==> config.mk <==
export PLATFORM = sky130hd
export DESIGN_NAME = parallel_to_serial
export DESIGN_NICKNAME = d
export VERILOG_FILES = /design/src/rtl/parallel_to_serial_pkg.sv /design/src/rtl/parallel_to_serial_bit_timer.sv /design/src/rtl/parallel_to_serial.sv
export SDC_FILE = /design/constraint.sdc
export NUM_CORES = 1
export LEC_CHECK = 0
export CORE_UTILIZATION = 35
export DETAILED_ROUTE_END_ITERATION = 10
export GPL_TIMING_DRIVEN = 1
export PLACE_DENSITY = 0.65
export SLEW_MARGIN = 20
export SYNTH_ARGS = -nofsm -noshare
export SYNTH_HDL_FRONTEND = slang
export SYNTH_HIERARCHICAL = 1
export SYNTH_SLANG_ARGS = --single-unit
==> constraint.sdc <==
create_clock -name clock -period 3.14 [get_ports clock]
set_clock_uncertainty 0.05 [all_clocks]
set_input_delay 0.314 -clock clock [delete_from_list [all_inputs] [get_ports clock]]
set_output_delay 0.314 -clock clock [all_outputs]
set_load 0.01 [all_outputs]
==> src/rtl/parallel_to_serial_pkg.sv <==
// Shared types and helpers for the parallel_to_serial transmitter.
// Parity option: define PARALLEL_TO_SERIAL_PARITY_EN to append an even-parity bit.
package parallel_to_serial_pkg;

  typedef enum logic [1:0] {
    IDLE  = 2'd0,
    SHIFT = 2'd1,
    LATCH = 2'd2
  } state_e;

`ifdef PARALLEL_TO_SERIAL_PARITY_EN
  localparam bit PARITY_EN = 1'b1;
`else
  localparam bit PARITY_EN = 1'b0;
`endif

  // Bits shifted per word, including the optional parity bit.
  function automatic int nbits_f(input int width);
    return PARITY_EN ? width + 1 : width;
  endfunction

  // Even parity: the appended bit makes the total count of ones even.
  function automatic logic even_parity(input logic [63:0] data);
    return ^data;
  endfunction

endpackage

==> src/rtl/parallel_to_serial_bit_timer.sv <==
// Bit-period divider: counts DIVIDE system clocks per serial bit.
// Ports: clock, resetN, run in; bitEnd (last clock of bit), shiftClock out.
module bit_timer #(
  parameter int DIVIDE = 4
) (
  input  logic clock,
  input  logic resetN,
  input  logic run,
  output logic bitEnd,
  output logic shiftClock
);

  localparam int DW = $clog2(DIVIDE);
  localparam logic [DW-1:0] LAST = DW'(DIVIDE - 1);
  localparam logic [DW-1:0] HALF = DW'(DIVIDE / 2);

  logic [DW-1:0] divCount_q;
  logic [DW-1:0] divCount_d;

  assign bitEnd = (divCount_q == LAST);

  // High in the second half of the bit, so data is settled before the rise.
  assign shiftClock = run && (divCount_q >= HALF);

  // Held at zero while idle, so a new word always starts at phase 0.
  always_comb begin
    divCount_d = divCount_q;
    if (!run) begin
      divCount_d = '0;
    end else if (bitEnd) begin
      divCount_d = '0;
    end else begin
      divCount_d = divCount_q + DW'(1);
    end
  end

  always_ff @(posedge clock) begin
    if (!resetN) begin
      divCount_q <= '0;
    end else begin
      divCount_q <= divCount_d;
    end
  end

endmodule

==> src/rtl/parallel_to_serial.sv <==
// Parallel-in/serial-out transmitter, MSB first, with shiftClock and latchStrobe.
// Ports: clock, resetN, dataIn, dataValid in; dataReady, serialData, shiftClock,
// latchStrobe, busy out. Option macro: PARALLEL_TO_SERIAL_PARITY_EN.
module parallel_to_serial
  import parallel_to_serial_pkg::*;
#(
  parameter int WIDTH  = 8,
  parameter int DIVIDE = 4
) (
  input  logic             clock,
  input  logic             resetN,
  input  logic [WIDTH-1:0] dataIn,
  input  logic             dataValid,
  output logic             dataReady,
  output logic             serialData,
  output logic             shiftClock,
  output logic             latchStrobe,
  output logic             busy
);

  localparam int NBITS = nbits_f(WIDTH);
  localparam int BW    = $clog2(NBITS);
  localparam logic [BW-1:0] LASTBIT = BW'(NBITS - 1);

  state_e state_q;
  state_e state_d;

  logic [NBITS-1:0] shreg_q;
  logic [NBITS-1:0] shreg_d;
  logic [BW-1:0]    bitCount_q;
  logic [BW-1:0]    bitCount_d;
  logic [NBITS-1:0] loadWord;
  logic             bitEnd;
  logic             run;

`ifdef PARALLEL_TO_SERIAL_PARITY_EN
  assign loadWord = {dataIn, even_parity(64'(dataIn))};
`else
  assign loadWord = dataIn;
`endif

  assign run = (state_q == SHIFT);

  bit_timer #(
    .DIVIDE(DIVIDE)
  ) u_timer (
    .clock     (clock),
    .resetN    (resetN),
    .run       (run),
    .bitEnd    (bitEnd),
    .shiftClock(shiftClock)
  );

  always_comb begin
    state_d    = state_q;
    shreg_d    = shreg_q;
    bitCount_d = bitCount_q;
    unique case (state_q)
      IDLE: begin
        if (dataValid) begin
          shreg_d    = loadWord;
          bitCount_d = '0;
          state_d    = SHIFT;
        end
      end
      SHIFT: begin
        if (bitEnd) begin
          if (bitCount_q == LASTBIT) begin
            state_d = LATCH;
          end else begin
            shreg_d    = {shreg_q[NBITS-2:0], 1'b0};
            bitCount_d = bitCount_q + BW'(1);
          end
        end
      end
      LATCH: begin
        state_d = IDLE;
      end
      default: begin
        state_d = IDLE;
      end
    endcase
  end

  always_ff @(posedge clock) begin
    if (!resetN) begin
      state_q    <= IDLE;
      shreg_q    <= '0;
      bitCount_q <= '0;
    end else begin
      state_q    <= state_d;
      shreg_q    <= shreg_d;
      bitCount_q <= bitCount_d;
    end
  end

  assign dataReady   = (state_q == IDLE);
  assign busy        = (state_q != IDLE);
  assign latchStrobe = (state_q == LATCH);
  assign serialData  = run & shreg_q[NBITS-1];

endmodule

==> report_table.html, run 1 <==
<table>
<tr><th>Metric</th><th>Value</th></tr>
<tr><th colspan="2">STA</th></tr>
<tr><td>Final count of negative-setup-slack endpoints</td><td>0</td></tr>
<tr><td>Remaining max-slew budget at the tightest pin</td><td>0.475</td></tr>
<tr><td>Final Cycle Share</td><td>0.729</td></tr>
<tr><td>Fmax achieved</td><td>437 MHz</td></tr>
<tr><td>Unrepaired setup endpoints after global routing</td><td>no</td></tr>
<tr><td>Slew of the pin with the lowest slew margin</td><td>0.787 ns</td></tr>
<tr><td>Fin. Hold Viols</td><td>0</td></tr>
<tr><td>Final critical delay including setup and external delays</td><td>2.29 ns</td></tr>
<tr><td>Final count of pins violating max slew</td><td>0</td></tr>
<tr><td>Final sum of negative setup slack</td><td>0 ns</td></tr>
<tr><th colspan="2">CTS</th></tr>
<tr><td>TritonCTS clock tree</td><td>built</td></tr>
<tr><td>TritonCTS Sinks</td><td>15</td></tr>
<tr><td>TritonCTS buffer count</td><td>3</td></tr>
<tr><td>Number of buffers added to fix hold violations after cts</td><td>0</td></tr>
<tr><td>CTS Root Cell</td><td>sky130_fd_sc_hd__clkbuf_4</td></tr>
<tr><td>H-tree depth reported by CTS</td><td>1</td></tr>
<tr><td>Number of setup buffers added after CTS</td><td>0</td></tr>
<tr><td>Maximum count of clock buffers along a single path</td><td>2</td></tr>
<tr><td>Count of instances resized after the clock tree is built</td><td>0</td></tr>
<tr><td>CTS clock-pin slew for the worst setup and hold paths</td><td>0.09 ns</td></tr>
<tr><td>Clock insertion delay at the later pin of the skew report</td><td>0.28 ns</td></tr>
<tr><th colspan="2">Job</th></tr>
<tr><td>Number of max-cap violations</td><td>0</td></tr>
<tr><th colspan="2">Logic synthesis</th></tr>
<tr><td>Area of the mapped netlist</td><td>767 um2</td></tr>
<tr><td>Post-Syn Instances</td><td>75</td></tr>
<tr><td>Number of enable-type register cells in the synthesized netlist</td><td>0</td></tr>
<tr><td>Primary flip-flop cell chosen by synthesis mapping</td><td>sky130_fd_sc_hd__dfxtp_1</td></tr>
<tr><td>Post-Synthesis Net Count</td><td>90</td></tr>
<tr><td>Share of synthesized area occupied by flip-flops and latches</td><td>0.392</td></tr>
<tr><td>Count of yosys warnings during synthesis</td><td>6</td></tr>
<tr><td>Share of synthesized flip-flops with an asynchronous set or reset</td><td>0</td></tr>
<tr><td>Syn_area_per_cell</td><td>10.2 um2</td></tr>
<tr><td>Post-synthesis cell type count</td><td>26</td></tr>
<tr><td>#FFs+latches synth</td><td>15</td></tr>
<tr><th colspan="2">Outcome</th></tr>
<tr><td>Run status</td><td>complete, no violations</td></tr>
<tr><th colspan="2">Setup path</th></tr>
<tr><td>Endpoint class of the critical path</td><td>output pin</td></tr>
<tr><td>Path depth of the worst reg2reg path</td><td>3</td></tr>
<tr><td>Capture point of the critical path</td><td>serialData</td></tr>
<tr><td>Worst setup path start</td><td>state_q[0]$_SDFFE_PN0P_</td></tr>
<tr><td>Register-to-register path setup slack</td><td>1.29 ns</td></tr>
<tr><td>Required time of the worst setup path</td><td>2.78 ns</td></tr>
<tr><td>R2R Path Start</td><td>state_q[0]$_SDFFE_PN0P_</td></tr>
<tr><td>Crit start category</td><td>flop</td></tr>
<tr><td>Worst EP arrival</td><td>1.92 ns</td></tr>
<tr><td>Worst setup path class</td><td>flop to output pin</td></tr>
<tr><td>Critical-path maximum fanout</td><td>19</td></tr>
<tr><td>Critical register-to-register path endpoint</td><td>shreg_q[6]$_SDFFE_PN0P_</td></tr>
<tr><th colspan="2">Power and ir drop</th></tr>
<tr><td>Sum of internal, switching and leakage power</td><td>0.371 mW</td></tr>
<tr><td>Internal power of the cells</td><td>0.279 mW</td></tr>
<tr><td>Clk pwr share</td><td>0.294</td></tr>
<tr><td>Sequential group share of total power</td><td>0.559</td></tr>
<tr><td>Static Leakage</td><td>0.389 nW</td></tr>
<tr><td>Switching power share of the total</td><td>0.247</td></tr>
<tr><td>Power per standard cell area</td><td>393 nW/um2</td></tr>
<tr><td>Net load switching power</td><td>0.0916 mW</td></tr>
<tr><td>VDD IR max</td><td>0.000244 V</td></tr>
<tr><td>Comb pwr share</td><td>0.147</td></tr>
<tr><th colspan="2">GRT</th></tr>
<tr><td>Number of global-route vias before repair</td><td>513</td></tr>
<tr><td>Global routing usage summed across all routing layers</td><td>0.116</td></tr>
<tr><td>First-pass GRT wire length</td><td>2170 um</td></tr>
<tr><td>Maximum number of pins on one net before global-route repair</td><td>25</td></tr>
<tr><td>Residual overflow from global routing</td><td>0</td></tr>
<tr><td>Initial antenna violation count</td><td>0</td></tr>
<tr><th colspan="2">Final layout</th></tr>
<tr><td>Ratio of cells with drive above 1 in the final layout</td><td>0.0899</td></tr>
<tr><td>Most frequent cells in the layout</td><td>sky130_fd_sc_hd__dfxtp_1, sky130_fd_sc_hd__clkdlybuf4s50_1, sky130_fd_sc_hd__o211ai_1, sky130_fd_sc_hd__nand2_1, sky130_fd_sc_hd__mux2i_1</td></tr>
<tr><td>Post-layout net count</td><td>105</td></tr>
<tr><td>Relative area change from synthesis to final layout</td><td>23.0%</td></tr>
<tr><td>Diodes inserted</td><td>0</td></tr>
<tr><td>Non-filler cells in the finished layout</td><td>116</td></tr>
<tr><td>FILL cells</td><td>206</td></tr>
<tr><th colspan="2">Drt</th></tr>
<tr><td>Routed via count</td><td>565</td></tr>
<tr><td>DRT Pass-1 Iters</td><td>3</td></tr>
<tr><td>Detailed-route vias per instance</td><td>4.87</td></tr>
<tr><td>Number of nets with antenna violations after detailed routing</td><td>0</td></tr>
<tr><td># DRC</td><td>0</td></tr>
<tr><td>Routed wire per std cell</td><td>10.8 um</td></tr>
<tr><td>Number of DRC violations after detailed-routing iteration 0</td><td>9</td></tr>
<tr><td>Total length of routed wires</td><td>1250 um</td></tr>
<tr><th colspan="2">Placement</th></tr>
<tr><td>Post-placement cell count</td><td>112</td></tr>
<tr><td>Buffers on Ports</td><td>15</td></tr>
<tr><td>Global placer's final weighted congestion</td><td>0.644</td></tr>
<tr><td>Post-DP HPWL</td><td>870 um</td></tr>
<tr><th colspan="2">Die</th></tr>
<tr><td>Die extent in x</td><td>48.8 um</td></tr>
<tr><td>Number of top-level design ports</td><td>16</td></tr>
<tr><td>Die footprint</td><td>2380 um2</td></tr>
<tr><td>Initial cell density of the core</td><td>0.383</td></tr>
<tr><td>Die span in y</td><td>48.8 um</td></tr>
<tr><td>Number of core rows</td><td>16</td></tr>
<tr><td>Core area</td><td>2000 um2</td></tr>
<tr><th colspan="2">Hold path</th></tr>
<tr><td>Worst min-delay path category</td><td>flop to flop</td></tr>
</table>
-- kinds of logic after synthesis --
family          Yosys count  synth area share
compound gates           14             0.155
fa+ha+maj                 4            0.0653
buf+inv                   9            0.0652
flops                    15             0.392
mux                       7            0.0914
simple gates             26             0.232
-- cell usage after synthesis, types with 2 or more instances --
cell                       number  area (um2)
sky130_fd_sc_hd__dfxtp_1       15         300
sky130_fd_sc_hd__mux2i_1        7        70.1
sky130_fd_sc_hd__or2b_1         4        30.0
sky130_fd_sc_hd__o211ai_1       7        52.6
sky130_fd_sc_hd__nand2_1        7        26.3
sky130_fd_sc_hd__a32o_1         2        20.0
sky130_fd_sc_hd__nand2b_1       3        18.8
sky130_fd_sc_hd__ha_1           4        50.1
sky130_fd_sc_hd__buf_6          2        22.5
sky130_fd_sc_hd__inv_1          4        15.0
sky130_fd_sc_hd__clkbuf_1       2        7.51
sky130_fd_sc_hd__and2_1         2        12.5
sky130_fd_sc_hd__and4_1         3        26.3
-- critical path, cell delays in order (launching register included) --
cell and delay, ns:
sky130_fd_sc_hd__dfxtp_1 0.67, sky130_fd_sc_hd__nor2b_4 0.31, sky130_fd_sc_hd__and2_1 0.14, sky130_fd_sc_hd__clkdlybuf4s50_1 0.52
-- layout make-up --
cell class | instances | area (um2) | share of cell area
clock inverters | 1 | 5.00 | 0.00531
clock buffers | 3 | 22.5 | 0.0239
flip-flops and latches | 15 | 300 | 0.318
multi-input cells | 51 | 417 | 0.442
repair buffers | 15 | 150 | 0.159
well taps | 27 | 33.8 | 0.0358
inverters | 4 | 15.0 | 0.0159
-- worst min path at each step --
stage / start / slack [ns] / end / depth (start not counted)
floorplan: shreg_q[1]$_SDFFE_PN0P_ / 0.38 / shreg_q[1]$_SDFFE_PN0P_ / 2
global placement: shreg_q[1]$_SDFFE_PN0P_ / 0.39 / shreg_q[1]$_SDFFE_PN0P_ / 2
detailed placement: shreg_q[3]$_SDFFE_PN0P_ / 0.40 / shreg_q[3]$_SDFFE_PN0P_ / 2
CTS: shreg_q[5]$_SDFFE_PN0P_ / 0.41 / shreg_q[5]$_SDFFE_PN0P_ / 2
global route: shreg_q[1]$_SDFFE_PN0P_ / 0.44 / shreg_q[1]$_SDFFE_PN0P_ / 2
finish: shreg_q[3]$_SDFFE_PN0P_ / 0.41 / shreg_q[3]$_SDFFE_PN0P_ / 2
-- power by group through the flow --
stage / registers (mW) / logic [mW] / clock network (mW)
detailed placement: 0.212 / 0.0551 / 0
floorplan: 0.207 / 0.0396 / 0
finish: 0.207 / 0.0547 / 0.109
global route: 0.209 / 0.0596 / 0.127
CTS: 0.207 / 0.0556 / 0.116
global placement: 0.212 / 0.0546 / 0
-- per-layer routing --
metal | global-route usage | up-vias | wire length [um]
li1 | - | 301 | -
met2 | 0.178 | 13 | 535
met3 | 0.0592 | 0 | 77
met5 | 0 | - | 0
met4 | 0.0147 | 0 | 0
met1 | 0.149 | 251 | 635
-- flip-flops by register name, summed over array words and instances (netlist names) --
register and flops:
shreg_q 8, state_q 2, bitCount_q 3, u_timer/divCount_q 2
-- stage by stage --
stage	worst slack [ns]	instance area (um2)	hold WS, ns	utilization
final	0.851	943	0.409	0.471
after global routing	0.737	943	0.435	0.471
after CTS	0.818	943	0.414	0.471
after detailed placement	1.13	916	0.401	0.458
after global placement	1.16	916	0.394	0.458
after floorplan	1.72	767	0.383	-
(Power assumes the default switching activity.)
==> inputs of run 2 (changes only) <==
- clock period: 3.14 -> 2.26 ns (I/O delays scaled with it)
==> run 2 against run 1 <==
Compared with the run above: die area is the same; global-route usage grew 1.6 points; first-iteration DRC count shrank 67%; clock power grew 38%; non-clock buffer count grew 3; routed wire length grew 5.2%; combinational power grew 58%; cell area grew 2.4%; critical endpoint is now dataReady; largest power group unchanged.
==> report_table.html, run 2 (synthesis gave the netlist of run 1 again) <==
<table>
<tr><th>Metric</th><th>Value</th></tr>
<tr><th colspan="2">Outcome</th></tr>
<tr><td>Run status</td><td>complete, no violations</td></tr>
<tr><th colspan="2">CTS</th></tr>
<tr><td>Count of instances resized after the clock tree is built</td><td>0 (unchanged)</td></tr>
<tr><td>Number of buffers added to fix hold violations after cts</td><td>0 (unchanged)</td></tr>
<tr><td>TritonCTS buffer count</td><td>3 (unchanged)</td></tr>
<tr><td>TritonCTS clock tree</td><td>built</td></tr>
<tr><td>Maximum count of clock buffers along a single path</td><td>2 (unchanged)</td></tr>
<tr><td>H-tree depth reported by CTS</td><td>1 (unchanged)</td></tr>
<tr><td>TritonCTS Sinks</td><td>15 (unchanged)</td></tr>
<tr><td>CTS clock-pin slew for the worst setup and hold paths</td><td>0.10 ns (about the same)</td></tr>
<tr><td>CTS Root Cell</td><td>sky130_fd_sc_hd__clkbuf_4</td></tr>
<tr><td>Clock insertion delay at the later pin of the skew report</td><td>0.28 ns (about the same)</td></tr>
<tr><td>Number of setup buffers added after CTS</td><td>0 (unchanged)</td></tr>
<tr><th colspan="2">STA</th></tr>
<tr><td>Fin. Hold Viols</td><td>0 (unchanged)</td></tr>
<tr><td>Fmax achieved</td><td>546 MHz</td></tr>
<tr><td>Final sum of negative setup slack</td><td>0 ns (unchanged)</td></tr>
<tr><td>Final count of pins violating max slew</td><td>0 (unchanged)</td></tr>
<tr><td>Final count of negative-setup-slack endpoints</td><td>0 (unchanged)</td></tr>
<tr><td>Remaining max-slew budget at the tightest pin</td><td>0.723 (+0.247)</td></tr>
<tr><td>Final setup slack of the worst path</td><td>0.428 ns (-0.423 ns)</td></tr>
<tr><td>Unrepaired setup endpoints after global routing</td><td>no</td></tr>
<tr><td>Slew of the pin with the lowest slew margin</td><td>0.416 ns (-0.371 ns)</td></tr>
<tr><td>Final Cycle Share</td><td>0.811</td></tr>
<tr><td>Final critical delay including setup and external delays</td><td>1.83 ns</td></tr>
<tr><th colspan="2">Placement</th></tr>
<tr><td>Buffers on Ports</td><td>15 (unchanged)</td></tr>
<tr><td>Worst slack after detailed placement</td><td>0.587 ns (-0.545 ns)</td></tr>
<tr><td>Global placer's final weighted congestion</td><td>0.677 (+5.1%)</td></tr>
<tr><td>Post-DP HPWL</td><td>981 um (+13%)</td></tr>
<tr><th colspan="2">GRT</th></tr>
<tr><td>Number of global-route vias before repair</td><td>548 (+6.8%)</td></tr>
<tr><td>Maximum number of pins on one net before global-route repair</td><td>19 (-24%)</td></tr>
<tr><td>First-pass GRT wire length</td><td>2410 um (+11%)</td></tr>
<tr><td>Global routing usage summed across all routing layers</td><td>0.132 (+0.0161)</td></tr>
<tr><td>Initial antenna violation count</td><td>0 (unchanged)</td></tr>
<tr><td>Residual overflow from global routing</td><td>0 (unchanged)</td></tr>
<tr><th colspan="2">Final layout</th></tr>
<tr><td>Register with the most flip-flops</td><td>shreg_q</td></tr>
<tr><td>Total area of sequential cells</td><td>300 um2 (unchanged)</td></tr>
<tr><td>Ratio of cells with drive above 1 in the final layout</td><td>0.120 (+0.0297)</td></tr>
<tr><td>FILL cells</td><td>199 (-3.4%)</td></tr>
<tr><td>Max reg flops</td><td>8 (unchanged)</td></tr>
<tr><td>Diodes inserted</td><td>0 (unchanged)</td></tr>
<tr><td>Post-layout net count</td><td>108 (+2.9%)</td></tr>
<tr><td>Multi-input logic area</td><td>417 um2 (unchanged)</td></tr>
<tr><td>Registers with the highest flip-flop counts</td><td>shreg_q (8), bitCount_q (3)</td></tr>
<tr><td>Relative area change from synthesis to final layout</td><td>25.9%</td></tr>
<tr><td>Most frequent cells in the layout</td><td>sky130_fd_sc_hd__dfxtp_1, sky130_fd_sc_hd__clkdlybuf4s50_1, sky130_fd_sc_hd__o211ai_1, sky130_fd_sc_hd__nand2_1, sky130_fd_sc_hd__mux2i_1</td></tr>
<tr><th colspan="2">Hold path</th></tr>
<tr><td>Endpoint, Worst Hold</td><td>shreg_q[1]$_SDFFE_PN0P_</td></tr>
<tr><td>Hold depth</td><td>2 (unchanged)</td></tr>
<tr><td>Worst min-delay path category</td><td>flop to flop</td></tr>
<tr><td>Startpoint of the most critical hold path</td><td>shreg_q[1]$_SDFFE_PN0P_</td></tr>
<tr><th colspan="2">Die</th></tr>
<tr><td>Number of top-level design ports</td><td>16 (unchanged)</td></tr>
<tr><td>Core area</td><td>2000 um2 (unchanged)</td></tr>
<tr><td>Die span in y</td><td>48.8 um (unchanged)</td></tr>
<tr><td>Die footprint</td><td>2380 um2 (unchanged)</td></tr>
<tr><td>Die extent in x</td><td>48.8 um (unchanged)</td></tr>
<tr><td>Initial cell density of the core</td><td>0.383 (unchanged)</td></tr>
<tr><td>Number of core rows</td><td>16 (unchanged)</td></tr>
<tr><th colspan="2">Drt</th></tr>
<tr><td>Routed via count</td><td>577 (+2.1%)</td></tr>
<tr><td># DRC</td><td>0 (unchanged)</td></tr>
<tr><td>Routed wire per std cell</td><td>11.0 um (+2.6%)</td></tr>
<tr><td>Total length of routed wires</td><td>1310 um (+5.2%)</td></tr>
<tr><td>Number of DRC violations after detailed-routing iteration 0</td><td>3 (-6)</td></tr>
<tr><td>Detailed-routed wire length on met2</td><td>553 um (+3.4%)</td></tr>
<tr><td>Total met3 wirelength after detailed routing</td><td>65 um (-16%)</td></tr>
<tr><td>DRT Pass-1 Iters</td><td>2 (-1)</td></tr>
<tr><td>Number of nets with antenna violations after detailed routing</td><td>0 (unchanged)</td></tr>
<tr><td>Met1 Routed Length</td><td>678 um (+6.8%)</td></tr>
<tr><td>Detailed-route vias per instance</td><td>4.85 (-0.45%)</td></tr>
<tr><td>Uppermost layer routed</td><td>met4</td></tr>
<tr><th colspan="2">Job</th></tr>
<tr><td>Number of max-cap violations</td><td>0 (unchanged)</td></tr>
<tr><th colspan="2">Setup path</th></tr>
<tr><td>R2R Path Start</td><td>bitCount_q[0]$_SDFFE_PN0P_</td></tr>
<tr><td>Path depth of the worst reg2reg path</td><td>6 (+3)</td></tr>
<tr><td>Chain of cells forming the critical path</td><td>buf_4 -&gt; nor2_2 -&gt; clkdlybuf4s50_1</td></tr>
<tr><td>Critical-path maximum fanout</td><td>18 (-1)</td></tr>
<tr><td>Worst EP arrival</td><td>1.56 ns (-0.36 ns)</td></tr>
<tr><td>Slowest cell on crit path</td><td>sky130_fd_sc_hd__clkdlybuf4s50_1</td></tr>
<tr><td>Required time of the worst setup path</td><td>1.98 ns (-0.80 ns)</td></tr>
<tr><td>Worst path max stage delay</td><td>0.57 ns (-0.10 ns)</td></tr>
<tr><td>Register-to-register path setup slack</td><td>0.57 ns (-0.72 ns)</td></tr>
<tr><td>Endpoint class of the critical path</td><td>output pin</td></tr>
<tr><td>Worst setup path class</td><td>flop to output pin</td></tr>
<tr><td>Critical register-to-register path endpoint</td><td>shreg_q[6]$_SDFFE_PN0P_</td></tr>
<tr><td>Crit start category</td><td>flop</td></tr>
<tr><th colspan="2">Power and ir drop</th></tr>
<tr><td>Power per standard cell area</td><td>537 nW/um2 (+37%)</td></tr>
<tr><td>VDD IR max</td><td>0.000273 V (+12%)</td></tr>
<tr><td>Sum of internal, switching and leakage power</td><td>0.519 mW (+40%)</td></tr>
<tr><td>Static Leakage</td><td>0.403 nW (+3.7%)</td></tr>
</table>
-- run 2: worst max path at each step --
stage | start | end | cells after the start
final | state_q[0]$_SDFFE_PN0P_ | dataReady | 3
after global routing | u_timer/divCount_q[0]$_SDFF_PP0_ | shiftClock | 4
after CTS | state_q[0]$_SDFFE_PN0P_ | dataReady | 3
after detailed placement | bitCount_q[0]$_SDFFE_PN0P_ | shreg_q[7]$_SDFFE_PN0P_ | 6
after global placement | bitCount_q[0]$_SDFFE_PN0P_ | shreg_q[6]$_SDFFE_PN0P_ | 6
after floorplan | bitCount_q[0]$_SDFFE_PN0P_ | bitCount_q[1]$_SDFFE_PN0P_ | 6
-- run 2: routing by layer --
| metal | global-route usage | up-vias |
|---|---|---|
| li1 | - | 304 |
| met1 | 0.174 | 261 |
| met2 | 0.197 | 10 |
| met3 | 0.0312 | 2 |
| met4 | 0.0735 | 0 |
| met5 | 0 | - |
-- run 2: worst max-delay path, delay by kind of cell, from the launching register on --
kind | cells | cell delay [ns]
buf+inv | 2 | 0.76
flops | 1 | 0.31
simple gates | 1 | 0.21
-- run 2: per-stage QoR --
stage	area, um2	hold slack [ns]	util	std cells
after floorplan	767	0.372	-	75
after global placement	938	0.398	0.469	115
after detailed placement	938	0.400	0.469	115
after CTS	966	0.413	0.483	119
after global routing	966	0.429	0.483	119
final	966	0.410	0.483	119
-- run 2: final cells by class --
class | instances | area share
Multi-Input combinational cell | 51 | 0.431
Tap cell | 27 | 0.0350
Clock buffer | 3 | 0.0233
Timing Repair Buffer | 18 | 0.179
Inverter | 4 | 0.0155
Sequential cell | 15 | 0.311
Clock inverter | 1 | 0.00518
-- run 2: report_power, final --
part / internal, mW / switching (mW)
Sequential: 0.277 / 0.00566
Combinational: 0.0491 / 0.0371
Clock: 0.0655 / 0.0840
==> inputs of run 3 (changes only) <==
- clock period: 2.26 -> 1.9 ns (I/O delays scaled with it)
==> run 3 against run 2 <==
Compared with the run above: routed wire length increased by 11%; largest power group unchanged; hold slack got worse by 0.0013 ns; sequential share of layout area is 0.24 points lower; largest cell class unchanged; clock power up 21%.
==> report_table.html, run 3 (synthesis gave the netlist of run 1 again) <==
<table>
<tr><th>Metric</th><th>Value</th></tr>
<tr><th colspan="2">CTS</th></tr>
<tr><td>H-tree depth reported by CTS</td><td>1 (unchanged)</td></tr>
<tr><td>CTS clock-pin slew for the worst setup and hold paths</td><td>0.10 ns (about the same)</td></tr>
<tr><td>TritonCTS Sinks</td><td>15 (unchanged)</td></tr>
<tr><td>CTS Root Cell</td><td>sky130_fd_sc_hd__clkbuf_4</td></tr>
<tr><td>Count of instances resized after the clock tree is built</td><td>0 (unchanged)</td></tr>
<tr><td>Number of buffers added to fix hold violations after cts</td><td>0 (unchanged)</td></tr>
<tr><td>Number of setup buffers added after CTS</td><td>0 (unchanged)</td></tr>
<tr><td>Clock insertion delay at the later pin of the skew report</td><td>0.28 ns (about the same)</td></tr>
<tr><td>TritonCTS buffer count</td><td>3 (unchanged)</td></tr>
<tr><td>Maximum count of clock buffers along a single path</td><td>2 (unchanged)</td></tr>
<tr><td>TritonCTS clock tree</td><td>built</td></tr>
<tr><th colspan="2">Final layout</th></tr>
<tr><td>Max reg flops</td><td>8 (unchanged)</td></tr>
<tr><td>Registers with the highest flip-flop counts</td><td>shreg_q (8), bitCount_q (3)</td></tr>
<tr><td>Non-filler cells in the finished layout</td><td>120 (+0.84%)</td></tr>
<tr><td>Relative area change from synthesis to final layout</td><td>26.9%</td></tr>
<tr><td>Cell area after layout</td><td>973 um2 (+0.78%)</td></tr>
<tr><td>Ratio of cells with drive above 1 in the final layout</td><td>0.129 (+0.00947)</td></tr>
<tr><td>Register with the most flip-flops</td><td>shreg_q</td></tr>
<tr><td>Diodes inserted</td><td>0 (unchanged)</td></tr>
<tr><td>Most frequent cells in the layout</td><td>sky130_fd_sc_hd__dfxtp_1, sky130_fd_sc_hd__clkdlybuf4s50_1, sky130_fd_sc_hd__o211ai_1, sky130_fd_sc_hd__nand2_1, sky130_fd_sc_hd__mux2i_1</td></tr>
<tr><td>Post-layout net count</td><td>109 (+0.93%)</td></tr>
<tr><th colspan="2">Placement</th></tr>
<tr><td>Global placer's final weighted congestion</td><td>0.681 (+0.55%)</td></tr>
<tr><td>Post-DP HPWL</td><td>1120 um (+14%)</td></tr>
<tr><td>Post-placement cell count</td><td>116 (+0.87%)</td></tr>
<tr><td>Standard cell area after detailed placement</td><td>946 um2 (+0.80%)</td></tr>
<tr><td>Buffers on Ports</td><td>15 (unchanged)</td></tr>
<tr><th colspan="2">Power and ir drop</th></tr>
<tr><td>Clk pwr share</td><td>0.291 (+0.003)</td></tr>
<tr><td>Net load switching power</td><td>0.157 mW (+24%)</td></tr>
<tr><td>Static Leakage</td><td>0.408 nW (+1.1%)</td></tr>
<tr><td>VDD IR max</td><td>0.000381 V (+40%)</td></tr>
<tr><td>Internal power of the cells</td><td>0.468 mW (+19%)</td></tr>
<tr><td>Sum of internal, switching and leakage power</td><td>0.625 mW (+21%)</td></tr>
<tr><td>Switching power share of the total</td><td>0.251 (+0.00686)</td></tr>
<tr><td>Sequential group share of total power</td><td>0.541 (-0.004)</td></tr>
<tr><td>Comb pwr share</td><td>0.168 (+0.002)</td></tr>
<tr><td>Power per standard cell area</td><td>642 nW/um2 (+20%)</td></tr>
<tr><th colspan="2">Die</th></tr>
<tr><td>Number of top-level design ports</td><td>16 (unchanged)</td></tr>
<tr><td>Die extent in x</td><td>48.8 um (unchanged)</td></tr>
<tr><td>Die span in y</td><td>48.8 um (unchanged)</td></tr>
<tr><td>Initial cell density of the core</td><td>0.383 (unchanged)</td></tr>
<tr><td>Die footprint</td><td>2380 um2 (unchanged)</td></tr>
<tr><td>Number of core rows</td><td>16 (unchanged)</td></tr>
<tr><td>Core area</td><td>2000 um2 (unchanged)</td></tr>
<tr><th colspan="2">GRT</th></tr>
<tr><td>Number of global-route vias before repair</td><td>579 (+5.7%)</td></tr>
<tr><td>Global routing usage summed across all routing layers</td><td>0.133 (+0.00127)</td></tr>
<tr><td>Maximum number of pins on one net before global-route repair</td><td>18 (-1)</td></tr>
<tr><td>Residual overflow from global routing</td><td>0 (unchanged)</td></tr>
<tr><td>Initial antenna violation count</td><td>0 (unchanged)</td></tr>
<tr><td>First-pass GRT wire length</td><td>2520 um (+4.6%)</td></tr>
<tr><th colspan="2">Setup path</th></tr>
<tr><td>Capture point of the critical path</td><td>shiftClock</td></tr>
<tr><td>Critical-path maximum fanout</td><td>3 (-15)</td></tr>
<tr><td>Endpoint class of the critical path</td><td>output pin</td></tr>
<tr><td>Path depth of the worst reg2reg path</td><td>6 (unchanged)</td></tr>
<tr><td>Worst setup path start</td><td>u_timer/divCount_q[0]$_SDFF_PP0_</td></tr>
<tr><td>Crit start category</td><td>flop</td></tr>
<tr><td>Register-to-register path setup slack</td><td>0.36 ns (-0.21 ns)</td></tr>
<tr><td>Critical register-to-register path endpoint</td><td>bitCount_q[2]$_SDFFE_PN0P_</td></tr>
<tr><td>R2R Path Start</td><td>bitCount_q[0]$_SDFFE_PN0P_</td></tr>
<tr><td>Required time of the worst setup path</td><td>1.66 ns (-0.32 ns)</td></tr>
<tr><td>Worst EP arrival</td><td>1.59 ns (+0.03 ns)</td></tr>
<tr><td>Worst setup path class</td><td>flop to output pin</td></tr>
<tr><th colspan="2">Drt</th></tr>
<tr><td>Number of nets with antenna violations after detailed routing</td><td>0 (unchanged)</td></tr>
<tr><td>Total length of routed wires</td><td>1460 um (+11%)</td></tr>
<tr><td>Number of DRC violations after detailed-routing iteration 0</td><td>7 (+4)</td></tr>
<tr><td>DRT Pass-1 Iters</td><td>4 (+2)</td></tr>
<tr><td>Detailed-route vias per instance</td><td>4.97 (+2.4%)</td></tr>
<tr><td>Routed wire per std cell</td><td>12.1 um (+10%)</td></tr>
<tr><td># DRC</td><td>0 (unchanged)</td></tr>
<tr><td>Routed via count</td><td>596 (+3.3%)</td></tr>
<tr><th colspan="2">STA</th></tr>
<tr><td>Unrepaired setup endpoints after global routing</td><td>no</td></tr>
<tr><td>Remaining max-slew budget at the tightest pin</td><td>0.774 (+0.0515)</td></tr>
<tr><td>Worst hold slack</td><td>0.408 ns (-0.00130 ns)</td></tr>
<tr><td>Final count of negative-setup-slack endpoints</td><td>0 (unchanged)</td></tr>
<tr><td>Final sum of negative setup slack</td><td>0 ns (unchanged)</td></tr>
<tr><td>Slew of the pin with the lowest slew margin</td><td>0.338 ns (-0.0783 ns)</td></tr>
<tr><td>Final Cycle Share</td><td>0.963</td></tr>
<tr><td>Fmax achieved</td><td>547 MHz</td></tr>
<tr><td>Final count of pins violating max slew</td><td>0 (unchanged)</td></tr>
<tr><td>Final critical delay including setup and external delays</td><td>1.83 ns</td></tr>
<tr><td>Fin. Hold Viols</td><td>0 (unchanged)</td></tr>
<tr><th colspan="2">Hold path</th></tr>
<tr><td>Hold depth</td><td>2 (unchanged)</td></tr>
<tr><td>Worst min-delay path category</td><td>flop to flop</td></tr>
<tr><th colspan="2">Outcome</th></tr>
<tr><td>Run status</td><td>complete, no violations</td></tr>
<tr><th colspan="2">Job</th></tr>
<tr><td>Number of max-cap violations</td><td>0 (unchanged)</td></tr>
</table>
-- run 3: how the worst min path moves through the flow --
| stage | startpoint | endpoint | slack, ns |
|---|---|---|---|
| after floorplan | dataValid | state_q[0]$_SDFFE_PN0P_ | 0.34 |
| after global placement | shreg_q[6]$_SDFFE_PN0P_ | shreg_q[6]$_SDFFE_PN0P_ | 0.39 |
| after detailed placement | shreg_q[2]$_SDFFE_PN0P_ | shreg_q[2]$_SDFFE_PN0P_ | 0.40 |
| after CTS | shreg_q[2]$_SDFFE_PN0P_ | shreg_q[2]$_SDFFE_PN0P_ | 0.41 |
| after global routing | shreg_q[1]$_SDFFE_PN0P_ | shreg_q[1]$_SDFFE_PN0P_ | 0.43 |
| final | shreg_q[2]$_SDFFE_PN0P_ | shreg_q[2]$_SDFFE_PN0P_ | 0.41 |
-- run 3: stage by stage --
stage	util	setup slack, ns
global placement	0.473	0.397
detailed placement	0.473	0.391
finish	0.486	0.0702
global route	0.486	0.0108
CTS	0.486	0.0725
floorplan	-	0.479
-- run 3: worst max-delay path, cell delays in order (launching register included) --
cell                              delay, ns
sky130_fd_sc_hd__dfxtp_1               0.38
sky130_fd_sc_hd__inv_1                 0.06
sky130_fd_sc_hd__ha_1                  0.21
sky130_fd_sc_hd__o21a_1                0.19
sky130_fd_sc_hd__clkdlybuf4s50_1       0.47
-- run 3: metal layers --
metal | share of wire | up-vias | track usage
met5 | 0 | - | 0
met1 | 0.51 | 275 | 0.181
li1 | - | 309 | -
met4 | 0 | 0 | 0.0588
met2 | 0.45 | 12 | 0.208
met3 | 0.041 | 0 | 0.0218
-- run 3: final cells by class --
type / count / area [um2]
fill: 195 / 1030
multi-input combinational: 51 / 417
sequential: 15 / 300
timing repair buffer: 19 / 180
tap: 27 / 33.8
clock buffer: 3 / 22.5
inverter: 4 / 15.0
clock inverter: 1 / 5.00
-- run 3: power groups by stage --
stage | logic [mW] | clock network [mW] | registers [mW]
global placement | 0.103 | 0 | 0.344
CTS | 0.106 | 0.187 | 0.338
finish | 0.105 | 0.182 | 0.338
detailed placement | 0.105 | 0 | 0.345
global route | 0.115 | 0.206 | 0.340
floorplan | 0.0655 | 0 | 0.342
